===== config.mk =====
export PLATFORM = sky130hd
export DESIGN_NAME = mod_mult_controller
export DESIGN_NICKNAME = d
export VERILOG_FILES = /design/src/rtl/mod_mult_controller.sv
export SDC_FILE = /design/constraint.sdc
export NUM_CORES = 1
export LEC_CHECK = 0
export BUFFER_PORTS_ARGS = -buffer_cell sky130_fd_sc_hd__clkbuf_2
export CORE_UTILIZATION = 35
export CTS_CLUSTER_DIAMETER = 100
export CTS_CLUSTER_SIZE = 30
export DETAILED_ROUTE_END_ITERATION = 10
export HOLD_SLACK_MARGIN = 0.05
export PLACE_DENSITY_LB_ADDON = 0.1
export SKIP_LAST_GASP = 1
export SYNTH_ARGS = -nofsm -noshare
export SYNTH_HDL_FRONTEND = slang
export SYNTH_SLANG_ARGS = --single-unit

===== constraint.sdc =====
create_clock -name clk -period 1.2 [get_ports clk]
set_input_delay 0.24 -clock clk [delete_from_list [all_inputs] [get_ports clk]]
set_output_delay 0.24 -clock clk [all_outputs]
set_load 0.01 [all_outputs]

===== src/rtl/mod_mult_controller.sv =====
// -----------------------------------------------------------------------------
// mod_mult_controller
//
// Sequencer for the K-bit interleaved modular-multiplication datapath that
// computes C = (A*B) mod N. Each of the K iterations doubles C, reduces it,
// conditionally adds A (when the current MSB of B is set), reduces again,
// then shifts B and decrements the iteration counter held in the datapath.
//
// Host handshake: a one-cycle Start is accepted only while the controller
// is IDLE (Busy=0) and is ignored otherwise. Busy stays high from the cycle
// after acceptance until DONE is left. Done is a single-cycle pulse, and the
// datapath C output holds the result from that cycle until the next LOAD.
//
// Ports:
//   clk            rising-edge clock
//   rst            synchronous active-high reset (shared with the datapath)
//   Start          begin an operation (sampled in IDLE only)
//   Status_Signal  [0] B-register MSB, [2:1] comparator result
//                  (2'b10 equal, 2'b01 Op1>Op2, 2'b00 Op1<Op2)
//   Control_Signal [14..0] LoadA, LoadN, LoadCoun, LoadB, ShiftB, LoadC,
//                  ShiftC, S_Coun, S_Comp1, S_Comp2, S_AS1, S_AS2[1:0],
//                  S_C, AS
//   Busy           high in every state except IDLE
//   Done           one-cycle pulse in DONE
//   dbg_state      current FSM state, for debug visibility
//   dbg_iter       number of completed iterations of the current operation
// -----------------------------------------------------------------------------
module mod_mult_controller #(
  parameter int K = 8
) (
  input  logic                       clk,
  input  logic                       rst,
  input  logic                       Start,
  input  logic [2:0]                 Status_Signal,
  output logic [14:0]                Control_Signal,
  output logic                       Busy,
  output logic                       Done,
  output logic [3:0]                 dbg_state,
  output logic [$clog2(K+1)-1:0]     dbg_iter
);

  // Control bus bit positions
  localparam int B_LOAD_A    = 14;
  localparam int B_LOAD_N    = 13;
  localparam int B_LOAD_COUN = 12;
  localparam int B_LOAD_B    = 11;
  localparam int B_SHIFT_B   = 10;
  localparam int B_LOAD_C    = 9;
  localparam int B_SHIFT_C   = 8;
  localparam int B_S_COUN    = 7;
  localparam int B_S_COMP1   = 6;
  localparam int B_S_COMP2   = 5;
  localparam int B_S_AS1     = 4;
  localparam int B_S_AS2_HI  = 3;
  localparam int B_S_AS2_LO  = 2;
  localparam int B_S_C       = 1;
  localparam int B_AS        = 0;

  typedef enum logic [3:0] {
    S_IDLE  = 4'd0,
    S_LOAD  = 4'd1,
    S_CHECK = 4'd2,
    S_SHIFT = 4'd3,
    S_RED1  = 4'd4,
    S_ADD   = 4'd5,
    S_RED2  = 4'd6,
    S_NEXT  = 4'd7,
    S_DONE  = 4'd8
  } state_t;

  state_t                    state;
  state_t                    state_next;
  logic [$clog2(K+1)-1:0]    iter;

  // The comparator code 2'b11 is not expected but is treated as >=.
  logic geq;
  logic cmp_equal;
  logic b_msb;

  assign geq       = Status_Signal[2] | Status_Signal[1];
  assign cmp_equal = (Status_Signal[2:1] == 2'b10);
  assign b_msb     = Status_Signal[0];

  assign dbg_state = state;
  assign dbg_iter  = iter;

  always_ff @(posedge clk) begin
    if (rst) begin
      state <= S_IDLE;
      iter  <= '0;
    end else begin
      state <= state_next;
      if (state == S_LOAD) begin
        iter <= '0;
      end else if (state == S_NEXT) begin
        iter <= iter + 1'b1;
      end
    end
  end

  always_comb begin
    state_next     = state;
    Control_Signal = '0;
    Busy           = 1'b1;
    Done           = 1'b0;

    case (state)
      S_IDLE: begin
        Busy = 1'b0;
        if (Start) begin
          state_next = S_LOAD;
        end
      end

      // Counter <= K (S_Coun=0) and C <= 0 (S_C=0) alongside operand loads.
      S_LOAD: begin
        Control_Signal[B_LOAD_A]    = 1'b1;
        Control_Signal[B_LOAD_N]    = 1'b1;
        Control_Signal[B_LOAD_COUN] = 1'b1;
        Control_Signal[B_LOAD_B]    = 1'b1;
        Control_Signal[B_LOAD_C]    = 1'b1;
        state_next = S_CHECK;
      end

      // Comparator selects (0,0) put Counter against zero.
      S_CHECK: begin
        state_next = cmp_equal ? S_DONE : S_SHIFT;
      end

      S_SHIFT: begin
        Control_Signal[B_SHIFT_C] = 1'b1;
        state_next = S_RED1;
      end

      // Compare C with N; subtract N from C when C >= N.
      S_RED1, S_RED2: begin
        Control_Signal[B_S_COMP1] = 1'b1;
        Control_Signal[B_S_COMP2] = 1'b1;
        if (geq) begin
          Control_Signal[B_LOAD_C]   = 1'b1;
          Control_Signal[B_S_C]      = 1'b1;
          Control_Signal[B_S_AS1]    = 1'b1;
          Control_Signal[B_S_AS2_LO] = 1'b1;
          Control_Signal[B_AS]       = 1'b1;
        end
        state_next = (state == S_RED1) ? S_ADD : S_NEXT;
      end

      // C <= C + A when the current B bit is set.
      S_ADD: begin
        if (b_msb) begin
          Control_Signal[B_LOAD_C]   = 1'b1;
          Control_Signal[B_S_C]      = 1'b1;
          Control_Signal[B_S_AS1]    = 1'b1;
          Control_Signal[B_S_AS2_HI] = 1'b1;
        end
        state_next = S_RED2;
      end

      // Shift B and Counter <= Counter - 1 through the add/sub unit
      // (S_AS1=0 picks Counter, S_AS2=00 picks constant 1, AS=1 subtracts).
      S_NEXT: begin
        Control_Signal[B_SHIFT_B]   = 1'b1;
        Control_Signal[B_LOAD_COUN] = 1'b1;
        Control_Signal[B_S_COUN]    = 1'b1;
        Control_Signal[B_AS]        = 1'b1;
        state_next = S_CHECK;
      end

      S_DONE: begin
        Done       = 1'b1;
        state_next = S_IDLE;
      end

      default: begin
        Busy       = 1'b0;
        state_next = S_IDLE;
      end
    endcase
  end

endmodule


==> run metrics <==
Clock Sinks 8; Area after DPL 736 um2; Critical Path Slowest Stage Cell dfxtp_4; TritonCTS Buffers 3; reg-to-reg startpoint dbg_state[2]$_SDFFE_PP0P_; FP Rows 13; worst setup path category flop to output port; total number of vias 542; Tcrit/Tclk final 1.24; largest net degree at the start of global routing 9; Synth cell types 28; hold buffer count at CTS 0; CP arrival 1.25 ns; crit path from dbg_state[1]$_SDFFE_PP0P_; adder-cell share of the synthesized area 0.0239; Die ar. 1660 um2; n_diodes 0; Design Area, Final 883 um2; Max stage delay on crit path 0.38 ns; hold_sp rst; share of layout cells above drive strength 1 0.646; Antenna Violating Nets Remaining 0; syn_nets 70; Final nets 108; hpwl dp 924 um; failing checks setup timing; die width 40.7 um; Ys Warns 0; CTS tree yes; worst reg2reg setup slack -0.12 ns; Slew Viols, Final 0; cell count after synthesis 63; Fmax achieved 0.671 GHz; Critical Path Start Type flop; Vias per Instance 4.75; r2r endpoint dbg_iter[2]$_SDFFE_PP0P_; FF-to-FF path depth 5; Synth Area per Inst 8.32 um2; max-cap viol count 0; CP Cell Sequence nor4b_4, buf_4, buf_6; critical path required time 0.96 ns; Die Ht 40.7 um; setup TNS -3.70 ns; most frequent cells in the layout 18 x clkbuf_2, 11 x buf_6, 9 x buf_4, 5 x nor2_1; main area contributors after synthesis dfxtp_1 31%, buf_4 8.6%, nand4b_4 4.5%, inv_1 3.6%, nand2b_1 3.6%; IO Pins 31; maximum VDD drop 0.558 mV; vias in the first global route 376; commonest non-fill, non-tap cell in the layout clkbuf_2; Worst Setup EP Control_Signal[14]; Initial Util 0.388; Setup crit end kind output port; clk buf depth 2; gpl congestion 0.790; CTS Root Buffer Type clkbuf_4; core area 1350 um2; combinational family with the most area after synthesis simple AND/OR/NAND/NOR gates; Post-Synth XOR/XNOR Area 0.0501; pwr dens 869 nW/um2; clk slew on worst S/H paths 0.05 ns; Synth Area in Compound Gates 0.0788; first-pass GRT wire length 1.64 mm; Total Wirelength 1.18 mm; Seq/Total Area, Yosys 0.305; DRC viols 0; Clock Skews 0.00352 ns; final critical path time including I/O delays and setup 1.49 ns; PortBufs 30; count of final hold-check violations 0; Min-Delay Path Class input port to flop; status complete, but fails checks; Synth Cell Area 524 um2; area share of and/or/nand/nor cells after synthesis 0.360; GR Overflow Total 0; fillcell total 121; mux cell area share after synthesis 0.0191; worst setup margin -0.290 ns; RSZ-0062 raised after global routing true; Worst Max-Slew Pin Slew 0.267 ns; # setup viols final 21; Worst Path Max Fanout 7; leak pwr 0.475 nW; antenna violations before repair 0; synthesized flop and latch total 8; Detailed Routing Iterations Pass 1 1; H-tree lvl count 1; Worst Hold Slack 0.200 ns; Overall Global Routing Usage 0.150; Iter 0 DRT Violations 0; worst skew pair latency 0.25 ns; Layout area overhead 68.5%; Slew HR 0.821; overall power 0.768 mW; Yosys top cell area share 0.305; leading area contributor after synthesis dfxtp_1; average wire per standard cell 10.3 um
layer usage:
metal / vias up / GRT usage / routed length [um]
met3: 0 / 0.0815 / 80
met4: 0 / 0 / 0
met5: - / 0 / 0
met1: 236 / 0.204 / 534
li1: 283 / - / -
met2: 23 / 0.222 / 560
power breakdown:
part	switching (mW)	internal (mW)
registers	0.0321	0.276
clock network	0.0836	0.114
logic	0.113	0.150
worst min-delay path by stage:
stage | to | slack (ns) | cells past startpoint
after floorplan | dbg_state[2]$_SDFFE_PP0P_ | 0.31 | 1
after global placement | dbg_state[2]$_SDFFE_PP0P_ | 0.46 | 2
after detailed placement | dbg_state[2]$_SDFFE_PP0P_ | 0.46 | 2
after CTS | dbg_state[2]$_SDFFE_PP0P_ | 0.19 | 2
after global routing | dbg_state[1]$_SDFFE_PP0P_ | 0.21 | 2
final | dbg_state[2]$_SDFFE_PP0P_ | 0.20 | 2
worst max-delay path, delay by kind of cell, from the launching register on:
kind | cells | cell delay (ns)
buf+inv | 2 | 0.29
flops | 1 | 0.38
simple gates | 1 | 0.34
registers in the layout, summed over array words and instances (netlist names):
name,cells
dbg_iter,4
dbg_state,4
through the flow:
stage / util / std cells / worst slack, ns
finish: 0.654 / 114 / -0.290
global route: 0.654 / 114 / -0.372
CTS: 0.580 / 112 / -0.320
detailed placement: 0.545 / 109 / -0.0933
global placement: 0.545 / 109 / -0.0907
floorplan: - / 63 / -0.120
cell families (layout without fill, tap and decap cells):
logic type,after synthesis,after routing
buffers and inverters,14,50
xor gates and xnor gates,3,3
AOI/OAI and AO/OA,7,7
DFF,8,8
adders and majority gates,1,1
muxes,1,1
and+or+nand+nor,29,29
area by class of cell:
type                       count  area, um2  area share
clock buffer                   3       22.5      0.0255
inverter                       5       18.8      0.0212
multi-input combinational     41        347       0.392
sequential                     8        175       0.198
tap                           15       18.8      0.0212
timing repair buffer          42        302       0.341
Yosys cell counts, drive strengths merged:
| library cell | instances |
|---|---|
| nand2b | 3 |
| or3 | 3 |
| xnor2 | 1 |
| xor2 | 2 |
| nand4b | 2 |
| or2 | 1 |
| mux2i | 1 |
| ha | 1 |
| buf | 9 |
| nor2b | 2 |
| nand2 | 3 |
| nor4 | 1 |
| a211oi | 1 |
| nor2 | 5 |
| nand3b | 1 |
| and2 | 1 |
| nor3 | 3 |
| o21ai | 3 |
| nand3 | 1 |
| dfxtp | 8 |
| inv | 5 |
| nor4b | 1 |
| a21oi | 3 |
| nor3b | 2 |
timing repair:
| action | 4_1_cts | 5_1_grt |
|---|---|---|
| setup buffers | 1 | 2 |
| pin swaps | 5 | 4 |
| resized for setup | 8 | 30 |
| endpoints found under the setup margin | 20 | 22 |
No activity file was read; power rests on OpenSTA's default activity.
